## src/rtl/fib_pkg.sv

```systemverilog
// Shared definitions for the Fibonacci FSMD family (fib and fib_index).
package fib_pkg;

  // Value width, index width, and the largest index whose F(n) fits in FIB_W bits.
  localparam int unsigned FIB_W       = 20;
  localparam int unsigned FIB_NW      = 5;
  localparam int unsigned FIB_MAX_IDX = 30;

  // Control states shared by the forward and inverse Fibonacci engines.
  typedef enum logic [1:0] {
    IDLE = 2'd0,
    OP   = 2'd1,
    DONE = 2'd2
  } state_type;

endpackage : fib_pkg

```

## src/rtl/fib_index.sv

```systemverilog
// Inverse Fibonacci: for a captured value v, finds the largest n with F(n) <= v
// and reports n, F(n) and whether F(n) equals v exactly.
module fib_index
  import fib_pkg::*;
#(
  parameter int unsigned W  = FIB_W,
  parameter int unsigned NW = FIB_NW
) (
  input  logic          clk,
  input  logic          rst,
  input  logic          start,
  input  logic [W-1:0]  v,
  output logic          ready,
  output logic          done_tick,
  output logic [NW-1:0] idx,
  output logic [W-1:0]  fn,
  output logic          exact
);

  state_type     state_q, state_d;
  logic [W-1:0]  v_q, v_d;
  logic [W-1:0]  t0_q, t0_d;
  logic [W-1:0]  t1_q, t1_d;
  logic [NW-1:0] n_q, n_d;
  logic [NW-1:0] idx_q, idx_d;
  logic [W-1:0]  fn_q, fn_d;
  logic          exact_q, exact_d;
  logic [W:0]    sum;

  // State and datapath registers; synchronous reset clears everything.
  always_ff @(posedge clk) begin
    if (rst) begin
      state_q <= IDLE;
      v_q     <= '0;
      t0_q    <= '0;
      t1_q    <= '0;
      n_q     <= '0;
      idx_q   <= '0;
      fn_q    <= '0;
      exact_q <= 1'b0;
    end else begin
      state_q <= state_d;
      v_q     <= v_d;
      t0_q    <= t0_d;
      t1_q    <= t1_d;
      n_q     <= n_d;
      idx_q   <= idx_d;
      fn_q    <= fn_d;
      exact_q <= exact_d;
    end
  end

  // Next-state logic: walk the Fibonacci sequence until the next term exceeds v.
  always_comb begin
    state_d = state_q;
    v_d     = v_q;
    t0_d    = t0_q;
    t1_d    = t1_q;
    n_d     = n_q;
    idx_d   = idx_q;
    fn_d    = fn_q;
    exact_d = exact_q;
    // Carry bit kept so F(W+11) overflow still compares greater than any v.
    sum     = {1'b0, t0_q} + {1'b0, t1_q};

    case (state_q)
      IDLE: begin
        if (start) begin
          v_d     = v;
          t0_d    = '0;
          t1_d    = W'(1);
          n_d     = NW'(1);
          state_d = OP;
        end
      end
      OP: begin
        if (v_q == '0) begin
          n_d     = '0;
          t1_d    = '0;
          state_d = DONE;
        end else if (sum > {1'b0, v_q}) begin
          state_d = DONE;
        end else begin
          t0_d    = t1_q;
          t1_d    = sum[W-1:0];
          n_d     = n_q + NW'(1);
          state_d = OP;
        end
      end
      DONE: begin
        state_d = IDLE;
      end
      default: begin
        state_d = IDLE;
      end
    endcase

    // Results are loaded on the edge into DONE so they are valid with done_tick.
    if (state_q == OP && state_d == DONE) begin
      idx_d   = n_d;
      fn_d    = t1_d;
      exact_d = (t1_d == v_q);
    end
  end

  assign ready     = (state_q == IDLE);
  assign done_tick = (state_q == DONE);
  assign idx       = idx_q;
  assign fn        = fn_q;
  assign exact     = exact_q;

endmodule : fib_index

```

## config.mk

```make
export PLATFORM = sky130hd
export DESIGN_NAME = fib_index
export DESIGN_NICKNAME = d
export VERILOG_FILES = /design/src/rtl/fib_pkg.sv /design/src/rtl/fib_index.sv
export SDC_FILE = /design/constraint.sdc
export NUM_CORES = 1
export LEC_CHECK = 0
export ABC_AREA = 1
export ABC_CLOCK_PERIOD_IN_PS = 4800
export CORE_UTILIZATION = 30
export CTS_CLUSTER_DIAMETER = 60
export CTS_CLUSTER_SIZE = 24
export DETAILED_ROUTE_END_ITERATION = 16
export GPL_ROUTABILITY_DRIVEN = 1
export REMOVE_ABC_BUFFERS = 1
export SLEW_MARGIN = 25
export SYNTH_ARGS = -nofsm -noshare
export SYNTH_HDL_FRONTEND = slang
export SYNTH_SLANG_ARGS = --single-unit
```

## constraint.sdc

```tcl
create_clock -name clk -period 4.8 [get_ports clk]
set_clock_uncertainty 0.2 [all_clocks]
set_input_delay 0.48 -clock clk [delete_from_list [all_inputs] [get_ports clk]]
set_output_delay 0.48 -clock clk [all_outputs]
set_load 0.02 [all_outputs]
```

# After elaboration in Yosys (flattened, before gate mapping)
# Cells that the tools add are included.
[word_totals]
regBits = 93
inputBits = 23
elab_cells = 40
[op_classes]
addsub = 2
order_cmp = 1
n_eq_ne = 7
n_mux = 16
n_reduce_logical = 6
[op_table]
columns = ["cell", "count"]
rows = [
  ["two-way mux 20 bit", 6],
  ["one-hot mux 20 bit (2 select lines)", 2],
  ["adder 20 x 20 -> 21 bit", 1],
  ["greater-than comparator 21 x 20 -> 1 bit", 1],
  ["== test 20 bit", 1],
  ["zero test 20 bit", 1],
  ["two-way mux 5 bit", 3],
  ["one-hot mux 5 bit (2 select lines)", 1],
  ["two-way mux 2 bit", 3],
  ["inequality test 2 bit, second input constant", 3],
  ["adder 5 x 1 -> 5 bit, second input constant", 1],
  ["== test 2 bit, second input constant", 2],
  ["one-hot mux 2 bit (2 select lines)", 1],
  ["AND reduction 4 bit", 1],
  ["== test 2 x 1 -> 1 bit, second input constant", 1],
  ["zero test 2 bit", 1],
  ["AND reduction 2 bit", 1],
  ["nonzero test 2 bit", 1],
  ["logical AND 1 bit", 1],
]

# Depth between registers and ports, before layout
# Gate-level depths: netlist of run 1.
[logic_depth]
ltp_word = 7
ltp_mapped = 34
ltp_nobuf = 33

# Least setup slack after synthesis of run 1
# Ideal clock, no wire load.
[synth_timing]
path_type = "register to register"
from = "register t0_q[0]"
to = "register idx_q[4] (netlist: idx[4])"
setup_ps = 114
arrival_time_ps = 3496
setup_slack_ps = 991
path_stages_with_launch = 26
path_buffers = 1
synth_period_minus_slack_ps = 3809
path_cell_list = "dfxtp_1 ha_1 inv_1 fa_1 inv_1 nand3_1 nand2_1 a21boi_1 o21ai_1 a21oi_1 xor2_1 inv_1 ha_1 nand2_1 nor4_1 and3_1 nand2_4 nand2_8 buf_6 and3_1 nand2_1 xor2_1 nand2_1 o21ai_1 o21bai_1 inv_1"
[synth_via]
elab_chain_cells = 7
word_cells_on_any_way = 10
classes_between = "1 x add/sub; 1 x order compare; 1 x eq/ne; 6 x mux; 1 x reduce/logical"
[synth_rtl]
columns = ["item", "line_no", "rtl"]
rows = [
  ["from (decl)", "fib_index.sv:22", "logic [W-1:0] t0_q, t0_d;"],
  ["from (signal assigned)", "fib_index.sv:44", "t0_q <= t0_d;"],
  ["adder 20 x 20 -> 21 bit *", "fib_index.sv:64", "sum = {1'b0, t0_q} + {1'b0, t1_q};"],
  ["greater-than comparator 21 x 20 -> 1 bit *", "fib_index.sv:81", "end else if (sum > {1'b0, v_q}) begin"],
  ["two-way mux 2 bit", "fib_index.sv:81", ""],
  ["two-way mux 2 bit", "fib_index.sv:77", "if (v_q == '0) begin"],
  ["one-hot mux 2 bit (2 select lines)", "fib_index.sv:66", "case (state_q)"],
  ["== test 2 bit", "fib_index.sv:99", "if (state_q == OP && state_d == DONE) begin"],
  ["logical AND 1 bit", "fib_index.sv:99", ""],
  ["to (signal assigned)", "fib_index.sv:47", "idx_q <= idx_d;"],
  ["to (decl)", "fib_index.sv:25", "logic [NW-1:0] idx_q, idx_d;"],
]
# Mark *: on every way between the ends. The rest lies on a longest branch, timed or not.
# A chain may end at the register's enable or synchronous reset.

# Worst setup path in the final report of run 1
[layout_timing]
from = "register t0_q[0]"
to = "register exact_q (netlist: exact)"
[layout_via]
elab_chain_cells = 7
word_cells_on_any_way = 11
classes_between = "1 x add/sub; 1 x order compare; 2 x eq/ne; 6 x mux; 1 x reduce/logical"
[layout_rtl]
columns = ["item", "line_no", "rtl"]
rows = [
  ["adder 20 x 20 -> 21 bit *", "fib_index.sv:64", ""],
  ["parallel branches: the longest is 6 deep, another holds greater-than comparator 21 x 20 -> 1 bit", "n/a", ""],
  ["to (signal assigned)", "fib_index.sv:49", "exact_q <= exact_d;"],
  ["to (decl)", "fib_index.sv:27", "logic exact_q, exact_d;"],
]
# Every way passes the cells marked *.

==> results.txt, run 1 <==
- In this run the most critical hold path is launched from t0_q[15].
- Core Box Area: ~19000 µm²
- Slowest library cell on the worst path: fa_2
- EDFF count, synth: 0
* Num Clock Sinks: between 90 and 100
- STA puts the critical path data arrival time at 4.58 ns.
* CTS tree: built
- Routability congestion estimate: a little over 0.9
- For this configuration, the core starts out at a cell density of 0.305.
- Sorting the synthesized cells by area gives the leading types as dfxtp_1 31%, nand2_1 13%, ha_1 8.6%.
* Worst reg2reg startpoint: t0_q[0]
- Commonest register cell after synthesis: dfxtp_1
- Max-slew violations: 0
- Number of maximum-capacitance violations: 0
- Each instance of the synthesized netlist takes up on average 6.69 µm².
- I/O Pins: 51
- After detailed routing, the average wire length per cell comes to 15.1 µm.
* Yosys top cell area share: 0.313
* Number of inserted filler cells in the final layout: approximately 2100
- Buffer levels on the longest clock path: 2
- The placed instances occupy a cell area of 6830 µm².
- In the finished design, the share of the clock period the worst path needs comes to 0.937.
- STA classifies the critical path startpoint as a flip-flop.
* Async S/R FF share, synth: 0
* Transition time of the tightest slew-check pin: 0.927 ns
- Area of the die: 20400 µm²
- Most common cell type on the critical path: nand2_1
- Hold Crit Class: reg2reg
* Count of synthesis-stage warnings from yosys: 0
- Fin crit period: approximately 4.5 ns
* Register cell area after layout: 1860 µm²
* Overall routing resource usage: 0.190
- Synthesis-stage register bit count: 93
- Of the cells placed in the final design, the portion with a size suffix greater than 1 is 0.0907.
- In this run the number of H-tree levels came out at 3.
- Synthesis produced a netlist whose cell count is 888.
- Largest incremental delay on the critical path: about 0.36 ns
* Minimum setup slack in the final design: 0.304 ns
- Height of the die: 143 µm
* Final Routed Wirelength: around 19000 µm
* Number of clock buffers inserted by TritonCTS: 9
* Final Instance Area: 7300 µm²
* Met1 routing resource usage after global routing: 0.257
* CTS clk-pin slew, worst paths: ~0.070 ns
* Setup-violating endpoint count in the final report: 0
* Number of placement rows: 51
- Global routing met2 resource utilization: 0.309
- Port Buffers: 50
- Synth-to-Final Area Change: 22.8%
- met2 is the most crowded layer.
- Status: finished, final reports clean
* Largest net degree at the start of global routing: 36
* Layout Nets: 1020
* End-of-flow core utilization: 0.375
* Width of the die: 143 µm
* Iteration-0 DRC Markers: 351
* Max FO, Critical Path: 15
- Fraction of met3 tracks used by global routing: 0.0278
- The routed layout has around 5900 vias.
* Clock root buffer master: clkbuf_16
* DP Wirelength: around 14000 µm
* # hold bufs at CTS: 0
- The netlist uses 42 different library cells.
- For this run, design rule violations remaining after detail routing come to 0.
- The count of nets left with antenna violations once routing finished came out at 0.
* Slew HR: 0.381
- Insertion delay to the later sink of the worst-skew pair: ~0.35 ns
- Area occupied by multi-input gates: 3460 µm²
* Gr ovfl total: 0
* Achievable clock frequency: 222 MHz
- Summed over all instances, the cell type with the most area after synthesis is dfxtp_1.
* Initial antenna violation count: 0
- First-pass iteration count of the detailed router: 5
* First-pass GRT wire length: 29400 µm
* Netlist area before placement: 5940 µm²
* Vias in the first global route: approximately 5500
* Post-placement worst setup slack: -0.0190 ns
- STA classifies the critical path endpoint as a flip-flop.
- The hold violation total from the final report is 0.
- Hold timing on the final database bottoms out at a slack of 0.275 ns.
* Crit path launch: t0_q[0]
- Proportion of synthesized chip area in sequential cells: 0.313
- Critical Path RT: slightly below 5 ns
- Using the TritonRoute via totals, the vias-per-cell ratio works out to 4.80.
- Number of antenna cells inserted: 0
* Critical path class: reg2reg
-- critical path, delay by kind of cell, from the launching register on --
| family | cells | cell delay, ns |
|---|---|---|
| flops | 1 | 0.35 |
| compound gates | 4 | 0.55 |
| buf+inv | 4 | 0.39 |
| simple gates | 16 | 1.83 |
| xor+xnor | 1 | 0.23 |
| fa+ha+maj | 3 | 0.88 |
-- synthesized netlist by cell type, types with 2 or more instances --
cell / n
nand4_1: 10
buf_2: 6
nand3b_1: 12
inv_1: 130
o31ai_1: 2
nor2_1: 70
o21bai_1: 3
inv_2: 4
o21ai_1: 12
ha_1: 41
nand2_2: 2
buf_6: 4
xnor2_1: 4
nand3_2: 5
nor3_1: 4
nand2_1: 208
nor2_2: 2
buf_4: 2
a31oi_1: 3
clkbuf_1: 22
nor4_1: 7
dfxtp_1: 93
a21oi_1: 73
and3_1: 2
o21ai_0: 43
nand2_4: 2
xor2_1: 10
nand3_1: 76
o211ai_1: 21
a21o_1: 3
-- placed cells by master (no fill, tap or decap), types with 2 or more instances in the layout --
cell type and n:
nand2_1 207, inv_1 129, dfxtp_1 93, nand3_1 76, a21oi_1 72, nor2_1 70
clkdlybuf4s50_1 50, o21ai_0 41, ha_1 39, buf_4 37, o211ai_1 21, nand3b_1 12
nand4_1 10, o21ai_1 10, clkbuf_16 9, xor2_1 8, nor4_1 6, inv_2 5
nand3_2 5, nor3_1 4, xnor2_1 4, o21ai_2 4, nand2_2 3, a21o_1 3
o21bai_1 3, a31oi_1 3, a21oi_2 2, nor2_2 2, xor2_2 2, nand2_4 2
and3_1 2, o31ai_1 2, ha_2 2, bufinv_16 2, clkbuf_1 2, buf_12 2
-- timing repair --
item,4_1_cts,5_1_grt
resized for setup,2,15
setup buffers,1,9
pin swaps,1,7
setup endpoints to repair,1,33
-- through the flow --
stage / cells / TNS [ns]
floorplan: 854 / -0.420
global placement: 1199 / -0.0287
detailed placement: 1199 / -0.0190
CTS: 1215 / 0
global route: 1224 / -0.0110
finish: 1224 / 0
-- state kept, by name, summed over array words and instances, names as in the netlist --
signal / cells
fn: 20
idx: 5
state_q: 2
t0_q: 20
n_q: 5
exact: 1
v_q: 20
t1_q: 20
-- cell families (layout without fill, tap and decap cells) --
family,Yosys count,after routing,share of synthesized area
AND/OR/NAND/NOR,404,404,0.304
buffers and inverters,168,239,0.114
AO/OA/AOI/OAI,167,167,0.159
flip-flops,93,93,0.313
adder cells (fa/ha/maj),42,42,0.0897
XOR/XNOR,14,14,0.0206
-- metal layers --
layer  part of all wire  vias to the layer above
li1                   -                     3034
met1               0.48                     2685
met2               0.45                      128
met3              0.045                       32
met4              0.024                        0
met5                  0                        -
-- final timing paths --
check / to / slack, ns / depth (start not counted)
setup reg to reg: exact / 0.30 / 28
hold / removal: t0_q[15] / 0.28 / 2
setup / recovery: exact / 0.30 / 28
hold reg to reg: t0_q[15] / 0.28 / 2
-- area by class of cell --
class | count | share of cell area
Inverter | 134 | 0.0689
Timing Repair Buffer | 90 | 0.114
Tap cell | 265 | 0.0454
Sequential cell | 93 | 0.255
Clock inverter | 3 | 0.00943
Multi-Input combinational cell | 627 | 0.474
Clock buffer | 12 | 0.0338
Power of run 1 is not shown: default switching activity piles up to over one toggle a cycle in this logic, so the estimate is an artifact.
==> run 2: changes to the inputs <==
--- a/config.mk
+++ b/config.mk
@@ -12,6 +12,7 @@
 export CTS_CLUSTER_SIZE = 24
 export DETAILED_ROUTE_END_ITERATION = 16
 export GPL_ROUTABILITY_DRIVEN = 1
+export MAX_ROUTING_LAYER = met4
 export REMOVE_ABC_BUFFERS = 1
 export SLEW_MARGIN = 25
 export SYNTH_ARGS = -nofsm -noshare
==> run 2 against run 1 <==
Cell count grew 0.33%. Critical path depth grew 6. Sequential cell count is the same. First-iteration DRC count grew 47%. Worst hold slack gained 0.0027 ns. Routed wire length grew 3.0%. Sequential share of layout area shrank 0.27 points. Clock-buffer cell count shrank 1. Design area grew 1.1%. Largest cell class unchanged.
==> results.txt, run 2 (same netlist as run 1, synthesis figures left out) <==
- Hold path startpoint: t0_q[6] (was t0_q[15])
- The endpoint required time on the critical path was 4.88 ns (about the same).
* Reg2reg end: exact (unchanged)
- The die width is 143 µm (unchanged).
* First-pass iteration count of the detailed router: 5 (unchanged)
- Num Clock Sinks: 93 (unchanged)
- The maximum number of buffers from clock root to sink came to 2 (unchanged).
- The detail-routed via count per cell came to 4.92 (was 4.80).
- Fin crit period: 4.57 ns (was 4.50 ns)
* Starting Density: 0.305 (unchanged)
- Port Buffers: 50 (unchanged)
- The relative area change from synthesis to final layout is 24.1% (was 22.8%).
- The total number of vias was 6044 (was 5879).
* Number of maximum-capacitance violations: 0 (unchanged)
* Share of post-route cells with drive strength above 1: 0.0976 (was 0.0907)
* Total count of hold-check failures in the final report: 0 (unchanged)
- Kind of capture point of the worst setup path: flip-flop (unchanged)
* Largest incremental delay on the critical path: 0.36 ns (about the same)
- DRC viols: 0 (unchanged)
- The register-to-register setup slack is 0.23 ns (was 0.30 ns).
- Worst reg2reg startpoint: t0_q[0] (unchanged)
- Routability congestion estimate: 0.926 (was 0.927)
* Worst path top cell family by delay: simple AND/OR/NAND/NOR gates (unchanged)
- The largest net degree at the start of global routing was 36 (unchanged).
* Hold-critical path depth: 2 (unchanged)
* Routed length per placed instance: 15.5 µm (was 15.1 µm)
- The number of standard-cell rows in the floorplan came to 51 (unchanged).
- Max-slew violations: 0 (unchanged)
* First-pass GRT wire length: 29600 µm (was 29400 µm)
- Crit path launch: t0_q[0] (unchanged)
- The global routing usage summed across all routing layers is 0.196 (was 0.190).
* Slowest library cell on the worst path: fa_2 (unchanged)
* Vias in the first global route: 5460 (was 5502)
- The maximum fanout along the worst path was 9 (was 15).
- Most used cells in the layout excluding fill and tap cells: 207 x nand2_1, 129 x inv_1, 93 x dfxtp_1 (unchanged)
- The clock transition time at the flip-flop clock pins of the worst setup and hold paths was 0.07 ns (about the same).
- The initial antenna violation count was 0 (unchanged).
* DP Wirelength: 14300 µm (about the same)
- Logic depth of the worst register-to-register path: 34 (was 28)
- The number of DRC markers after the initial detailed-route iteration came to 516 (was 351).
- The die footprint came to 20400 µm² (unchanged).
- The top achievable clock speed is 219 MHz (was 222 MHz).
- I/O Pins: 51 (unchanged)
- Most common cell after layout, fill and taps aside: nand2_1 (unchanged)
* End-of-flow core utilization: 0.379 (was 0.375)
- Transition time of the tightest slew-check pin: 0.930 ns (was 0.927 ns)
* Critical path class: reg2reg (unchanged)
- Antenna Violating Nets Remaining: 0 (unchanged)
- Final Instance Count excl. Fillers: 1228 (was 1224)
- Most common cell type on the critical path: nand2_1 (unchanged)
- # hold bufs at CTS: 0 (unchanged)
- Setup-violating endpoint count in the final report: 0 (unchanged)
- Status: finished, final reports clean (unchanged).
- The buffers plus inverters on the worst setup path is 6 (was 4).
- Endpoint arrival time on the critical path: 4.65 ns (was 4.58 ns)
- The height of the die came to 143 µm (unchanged).
* Core Box Area: 19500 µm² (unchanged)
* Final Routed Wirelength: 19100 µm (was 18500 µm)
- Number of instances in the placed design: 1199 (unchanged)
- The sink of the worst hold path is t0_q[6] (was t0_q[15]).
- The remaining global-route overflow is 0 (unchanged).
* Number of clock buffers inserted by TritonCTS: 9 (unchanged)
- Number of inserted filler cells in the final layout: 2045 (was 2080)
* Slew HR: 0.379 (was 0.381)
* Number of antenna cells inserted: 0 (unchanged)
- Layout Nets: 1024 (was 1020)
- Insertion delay to the later sink of the worst-skew pair: 0.36 ns (was 0.35 ns)
- The class of the most critical hold timing path was reg2reg (unchanged).
* Final worst-path cycle share: 0.951 (was 0.937)
- Count of H-tree levels built during CTS: 3 (unchanged)
* CTS tree: built (unchanged)
- The critical path launch point type is a flip-flop (unchanged).
- The cell chosen for the clock root is clkbuf_16 (unchanged).
-- run 2: cell count changes in the layout (fill, tap and decap cells not counted), sizes merged --
| cell | change |
|---|---|
| nand2 | +1 |
| clkbuf | -1 |
| inv | -1 |
| bufinv | +2 |
| buf | +3 |
-- run 2: timing repair --
action | in CTS | in global routing
pin swaps | 0 | 13
setup buffers | 0 | 13
gates cloned | 0 | 1
setup endpoints to repair | 1 | 19
gates resized for setup | 1 | 19
-- run 2: final cells by class --
type                    count  area (µm²)  share of cell area
inverters                 134         503              0.0682
flip-flops and latches     93        1860               0.252
repair buffers             93         843               0.114
clock buffers              11         243              0.0329
well taps                 265         332              0.0449
multi-input cells         628        3480               0.471
clock inverters             4         120              0.0163
-- run 2: stage by stage --
| step | hold WS, ns | setup TNS (ns) | cell area (µm²) | worst slack, ns |
|---|---|---|---|---|
| floorplan | 0.244 | -0.420 | 5770 | -0.0499 |
| global placement | 0.264 | 0 | 6830 | 0.0140 |
| detailed placement | 0.268 | 0 | 6830 | 0.0102 |
| CTS | 0.278 | 0 | 7190 | 0.0263 |
| global route | 0.287 | -0.0366 | 7380 | -0.0366 |
| finish | 0.278 | 0 | 7380 | 0.233 |
-- run 2: tightest hold or removal path, delay by kind of cell (launching register included) --
family,cells,cell delay [ns]
DFF,1,0.32
and+or+nand+nor,1,0.06
AOI/OAI and AO/OA,1,0.05
-- run 2: how the worst max path moves through the flow --
stage               endpoint  slack, ns  depth (start not counted)
global placement       exact       0.01                         27
floorplan           t0_q[19]      -0.05                         26
CTS                    exact       0.03                         26
global route           exact      -0.04                         31
detailed placement     exact       0.01                         27
finish                 exact       0.23                         34
-- run 2: routing by layer --
layer	global-route usage	share of wire	vias to the layer above
met3	0.0221	0.042	28
li1	-	-	3043
met1	0.266	0.49	2812
met5	-	0	-
met4	0.0623	0.020	0
met2	0.304	0.45	161
Power of run 2 is left out for the same reason.
